[config.mk]
export PLATFORM = sky130hd
export DESIGN_NAME = mem_arbiter
export DESIGN_NICKNAME = d
export VERILOG_FILES = /design/src/rtl/mem_arbiter.sv
export SDC_FILE = /design/constraint.sdc
export NUM_CORES = 1
export LEC_CHECK = 0
export BUFFER_PORTS_ARGS = -buffer_cell sky130_fd_sc_hd__buf_2
export CORE_AREA = 5 5 532 534
export CTS_BUF_LIST = sky130_fd_sc_hd__clkbuf_4
export DETAILED_ROUTE_END_ITERATION = 10
export DIE_AREA = 0 0 537 539
export GPL_ROUTABILITY_DRIVEN = 0
export PLACE_DENSITY = 0.3
export SLEW_MARGIN = 20
export SYNTH_ARGS = -nofsm -noshare
export SYNTH_HDL_FRONTEND = slang
export SYNTH_SLANG_ARGS = --single-unit
[constraint.sdc]
create_clock -name clk -period 19.45 [get_ports clk]
set_input_delay 0.9725 -clock clk [delete_from_list [all_inputs] [get_ports clk]]
set_output_delay 0.9725 -clock clk [all_outputs]
set_load 0.02 [all_outputs]
[src/rtl/mem_arbiter.sv]
// Two-client line memory arbiter: I-cache and D-cache share one pmem port.
// D-cache is preferred, but a streak limit keeps a waiting I-cache from starving.
module mem_arbiter #(
    parameter int ADDR_W       = 32,
    parameter int LINE_W       = 256,
    parameter int D_STREAK_MAX = 3
) (
    input  logic              clk,
    input  logic              rst,
    input  logic              i_pmem_read,
    input  logic [ADDR_W-1:0] i_pmem_addr,
    output logic [LINE_W-1:0] i_pmem_rdata,
    output logic              i_pmem_resp,
    input  logic              d_pmem_read,
    input  logic              d_pmem_write,
    input  logic [ADDR_W-1:0] d_pmem_addr,
    input  logic [LINE_W-1:0] d_pmem_wdata,
    output logic [LINE_W-1:0] d_pmem_rdata,
    output logic              d_pmem_resp,
    output logic              pmem_read,
    output logic              pmem_write,
    output logic [ADDR_W-1:0] pmem_addr,
    output logic [LINE_W-1:0] pmem_wdata,
    input  logic [LINE_W-1:0] pmem_rdata,
    input  logic              pmem_resp
);

    localparam int SB = $clog2(D_STREAK_MAX + 1);
    localparam int SW = (SB < 2) ? 2 : SB;
    localparam logic [SW-1:0] SMAX = SW'(D_STREAK_MAX);

    typedef enum logic [1:0] {
        IDLE,
        SERVE_I,
        SERVE_D
    } state_t;

    state_t            state;
    state_t            state_nx;
    logic [SW-1:0]     d_streak;
    logic [SW-1:0]     d_streak_nx;
    logic [ADDR_W-1:0] h_addr;
    logic [ADDR_W-1:0] h_addr_nx;
    logic [LINE_W-1:0] h_wdata;
    logic [LINE_W-1:0] h_wdata_nx;
    logic              h_read;
    logic              h_read_nx;
    logic              h_write;
    logic              h_write_nx;

    logic i_req;
    logic d_req;
    logic streak_full;
    logic grant_d;
    logic grant_i;

    assign i_req       = i_pmem_read;
    assign d_req       = d_pmem_read | d_pmem_write;
    assign streak_full = (d_streak == SMAX);
    assign grant_d     = d_req & (~i_req | ~streak_full);
    assign grant_i     = i_req & ~grant_d;

    // pmem side is driven purely from the holding registers
    assign pmem_read  = h_read;
    assign pmem_write = h_write;
    assign pmem_addr  = h_addr;
    assign pmem_wdata = h_wdata;

    // State, streak counter and holding registers
    always_ff @(posedge clk or posedge rst) begin
        if (rst) begin
            state    <= IDLE;
            d_streak <= '0;
            h_addr   <= '0;
            h_wdata  <= '0;
            h_read   <= 1'b0;
            h_write  <= 1'b0;
        end else begin
            state    <= state_nx;
            d_streak <= d_streak_nx;
            h_addr   <= h_addr_nx;
            h_wdata  <= h_wdata_nx;
            h_read   <= h_read_nx;
            h_write  <= h_write_nx;
        end
    end

    // Grant decision, capture and completion routing
    always_comb begin
        state_nx     = state;
        d_streak_nx  = d_streak;
        h_addr_nx    = h_addr;
        h_wdata_nx   = h_wdata;
        h_read_nx    = h_read;
        h_write_nx   = h_write;
        i_pmem_resp  = 1'b0;
        d_pmem_resp  = 1'b0;
        i_pmem_rdata = '0;
        d_pmem_rdata = '0;
        unique case (state)
            IDLE: begin
                h_read_nx  = 1'b0;
                h_write_nx = 1'b0;
                if (grant_d) begin
                    state_nx   = SERVE_D;
                    h_addr_nx  = d_pmem_addr;
                    h_wdata_nx = d_pmem_wdata;
                    // a simultaneous read+write is treated as the writeback
                    h_write_nx = d_pmem_write;
                    h_read_nx  = ~d_pmem_write;
                    if (!i_req) begin
                        d_streak_nx = '0;
                    end else if (!streak_full) begin
                        d_streak_nx = d_streak + 1'b1;
                    end
                end else if (grant_i) begin
                    state_nx    = SERVE_I;
                    h_addr_nx   = i_pmem_addr;
                    h_wdata_nx  = '0;
                    h_read_nx   = 1'b1;
                    d_streak_nx = '0;
                end
            end
            SERVE_I: begin
                if (pmem_resp) begin
                    i_pmem_resp  = 1'b1;
                    i_pmem_rdata = pmem_rdata;
                    h_read_nx    = 1'b0;
                    h_write_nx   = 1'b0;
                    state_nx     = IDLE;
                end
            end
            SERVE_D: begin
                if (pmem_resp) begin
                    d_pmem_resp  = 1'b1;
                    d_pmem_rdata = pmem_rdata;
                    h_read_nx    = 1'b0;
                    h_write_nx   = 1'b0;
                    state_nx     = IDLE;
                end
            end
            default: begin
                state_nx   = IDLE;
                h_read_nx  = 1'b0;
                h_write_nx = 1'b0;
            end
        endcase
    end

endmodule

Word-level counts from Yosys, hierarchy flattened
Index checks and enable logic that the tools add are counted.
{"block": "classes", "addsub": 1, "eq_ne": 6, "n_mux": 24, "n_bitwise": 8, "reduce_logical": 6}
{"cell": "$mux W256", "count": 5}
{"cell": "$mux W32", "count": 2}
{"cell": "$mux W2", "count": 7}
{"cell": "$mux W1", "count": 7}
{"cell": "$ne A3 B3 Y1 const B", "count": 2}
{"cell": "$eq A2 B2 Y1 const B", "count": 2}
{"cell": "$not A1 Y1", "count": 4}
{"cell": "$pmux W1 S2", "count": 2}
{"cell": "$pmux W2 S2", "count": 1}
{"cell": "$reduce_and A2 Y1", "count": 2}
{"cell": "$reduce_and A3 Y1", "count": 1}
{"cell": "$add A2 B1 Y2 const B", "count": 1}
{"cell": "$and A1 B1 Y1", "count": 2}
{"cell": "$eq A2 B1 Y1 const B", "count": 1}
{"cell": "$logic_not A2 Y1", "count": 1}
{"cell": "$ne A2 B1 Y1 const B", "count": 1}
{"cell": "$or A1 B1 Y1", "count": 2}
{"cell": "$reduce_bool A2 Y1", "count": 1}
{"cell": "$reduce_or A2 Y1", "count": 1}
{"block": "word_totals", "reg_bits": 294, "out_inout_bits": 804, "wordCells": 51}

Depth between registers and ports, before layout
{"block": "depth", "depth_word": 9, "ltp_mapped": 9}

Least setup slack after synthesis
OpenSTA, ideal clock, no wires.
{"block": "synth_path", "path_kind": "in2out", "start": "in pmem_resp", "end": "out d_pmem_rdata[100]", "arrival_ps": 1986, "required_time_ps": 18477, "path_slack_ps": 16492, "path_stages": 4, "cell_sequence": "clkbuf_1 clkbuf_1 clkbuf_1 and3_1"}
{"block": "synth_via", "elab_chain_cells": 2}
{"item": "start, declared", "line_no": "25", "rtl": "input logic pmem_resp"}
{"item": "$mux W256", "line_no": "134", "rtl": "if (pmem_resp) begin"}
{"item": "$mux W256", "line_no": "100", "rtl": "unique case (state)"}
{"item": "end, declared", "line_no": "18", "rtl": "output logic [LINE_W-1:0] d_pmem_rdata,"}
No other way between the ends.

Worst setup path after layout
{"block": "layout_path", "start": "in pmem_resp", "end": "out d_pmem_rdata[229]"}
Same word-level chain as after synthesis.

==> qor.yml <==
finClkSkew_ns: 0.0491
grt_setup_unrepaired: "false"
die_y_um: 539
overflow: 0
drc_errors: 0
crit_path_end_kind: "primary output"
power_mw: 3.99
die_w_um: 537
avgSynthCellArea_um2: 8.13
ir_drop_uv: 64.0
critical_path_required_ns: 18.48
yosys.cell_types.count: 25
grt_first_pass_wirelength_um: 264000
clock-root-buffer: "clkbuf_4"
grt_usage: 0.144
synth_top_area_share: 0.474
start_kind: "input pin"
drt.antenna.violating_nets: 0
grt_pass1_vias: 21000
hold_path_class: "in -> async"
start_util: 0.0559
dieArea_um2: 289000
area_growth_pct: 79.9
ios: 1386
drive_gt1_frac: 0.477
min_period_ns: 5.56
drtPass1Iterations: 5
cap_violations: 0
ys_seq_elements: 294
place_inst: 6831
synthCells: 1909
period_share: 0.286
drv_slew: 0
crit_fanout: 212
final_common_cell: "buf_2"
seq_area_um2: 7360
whs_ns: 0.200
p_leak_nw: 15.9
portBuffers: 1385
worst_pin_slew_ns: 0.974
multi_input_area_um2: 7270
grt_max_degree: 213
relSlewSlack: 0.350
final_cell_mix: "1,384 x buf_2, 547 x nand2_1, 512 x and3_1, 294 x dfrtp_1, 200 x o21ai_0"
synth.area.top_cells: "dfrtp_1 47%, and3_1 21%, nand2_1 13%, o21ai_0 6.4%, clkbuf_1 3.8%"
yosysWarnings: 0
status: "completed"
cellPowerDensity_nw_per_um2: 143
worstSetupPathType: "in -> out"
max_freq_mhz: 180
yosysSeqAreaShare: 0.474
num_vias: 21300
hold_viol: 0
worstSkewPairLatency_ns: 0.98
clkSlewWorstSetupHoldPaths_ns: 0.07
cts_tree: "done"
clockBufferDepth: 3
cts_buffers: 94
drt_iter0_drc: 1542
arrival_ns: 4.59
yosys.area.top_type: "dfrtp_1"
htreeDepth: 3
clock_sinks: 294
nNetsFinal: 3796
avgRoutedWirePerCell_um: 31.0
wl_um: 220000
post_cts_buffers: 0
setup_viol: 0
synthesis.nets: 2495
fin_cells: 7097
rows: 194
post-dp-hpwl_um: 195000
final.setup.tns_ns: 0
fill_cells: 32900
grt_antenna_before_repair: 221
vias_per_cell: 3.00
synth_area_um2: 15500
core_area_um2: 278000
[final timing paths]
| path | from | endpoint | slack, ns | depth (start not counted) |
|---|---|---|---|---|
| max reg2reg | state[0] | pmem_addr[18] | 15.23 | 8 |
| min reg2reg | pmem_wdata[228] | pmem_wdata[228] | 0.47 | 2 |
| max | pmem_resp | d_pmem_rdata[229] | 13.89 | 6 |
| max in group asynchronous | rst | pmem_wdata[231] | 16.48 | 5 |
| min in group clk | d_pmem_wdata[229] | pmem_wdata[229] | 0.23 | 3 |
| min | rst | pmem_wdata[192] | 0.20 | 2 |
[where the power goes]
| group | leakage (nW) | total [mW] | internal (mW) | switching [mW] |
|---|---|---|---|---|
| clock network | 0.730 | 0.695 | 0.336 | 0.358 |
| logic | 11.4 | 2.26 | 0.536 | 1.72 |
| registers | 3.70 | 1.04 | 0.890 | 0.149 |
[registers in the layout, summed over array words and instances (netlist names)]
signal,flops
d_streak,2
pmem_addr,32
pmem_read,1
pmem_wdata,256
pmem_write,1
state,2
[cell families after synthesis]
kind of cell,count (synthesis),synth area share
compound gates,300,0.100
buf+inv,214,0.0612
fa+ha+maj,4,0.00322
mux,32,0.0206
simple gates,1065,0.341
flops,294,0.474
[cell type report]
type	count	share of cell area
clock buffers	136	0.0366
repair buffers	1415	0.257
well taps	3724	0.167
inverters	4	0.000806
clock inverters	35	0.00681
diodes	88	0.00789
multi-input cells	1401	0.260
flip-flops and latches	294	0.263
[per-layer routing]
metal	GRT usage	share of wire	up-vias
li1	-	-	9230
met5	0	0.0014	-
met2	0.232	0.44	1579
met1	0.158	0.37	10000
met4	0.0380	0.034	46
met3	0.0915	0.15	408
[critical path, cell delays in order]
cell and delay [ns]:
buf_8 0.64, buf_4 0.74, buf_4 0.71, buf_6 0.65, and3_1 0.41, buf_2 0.21
[stage by stage]
step / instance area, um^2 / utilization / setup WS [ns]
2_1_floorplan: 15500 / - / 10.36
3_3_place_gp: 26400 / 0.0951 / 13.86
3_5_place_dp: 26400 / 0.0951 / 13.71
4_1_cts: 27700 / 0.0997 / 13.69
5_1_grt: 27800 / 0.100 / 13.52
6_report: 27900 / 0.100 / 13.89
[timing repair]
action / CTS / global route
endpoints found under the hold margin: 7 / 0
hold buffers: 7 / 0
gates resized for setup: 0 / 0
[cell usage after synthesis (all sizes together)]
cell,instances
a2bb2oi,1
nand3,1
a21boi,1
o2bb2ai,2
mux2i,32
and2,2
a21oi,1
o21ai,290
nor3,1
buf,52
and3,512
o32ai,1
o31ai,2
dfrtp,294
a22o,2
nand2,547
inv,4
ha,4
nor2b,2
clkbuf,158
(Power assumes the default switching activity.)
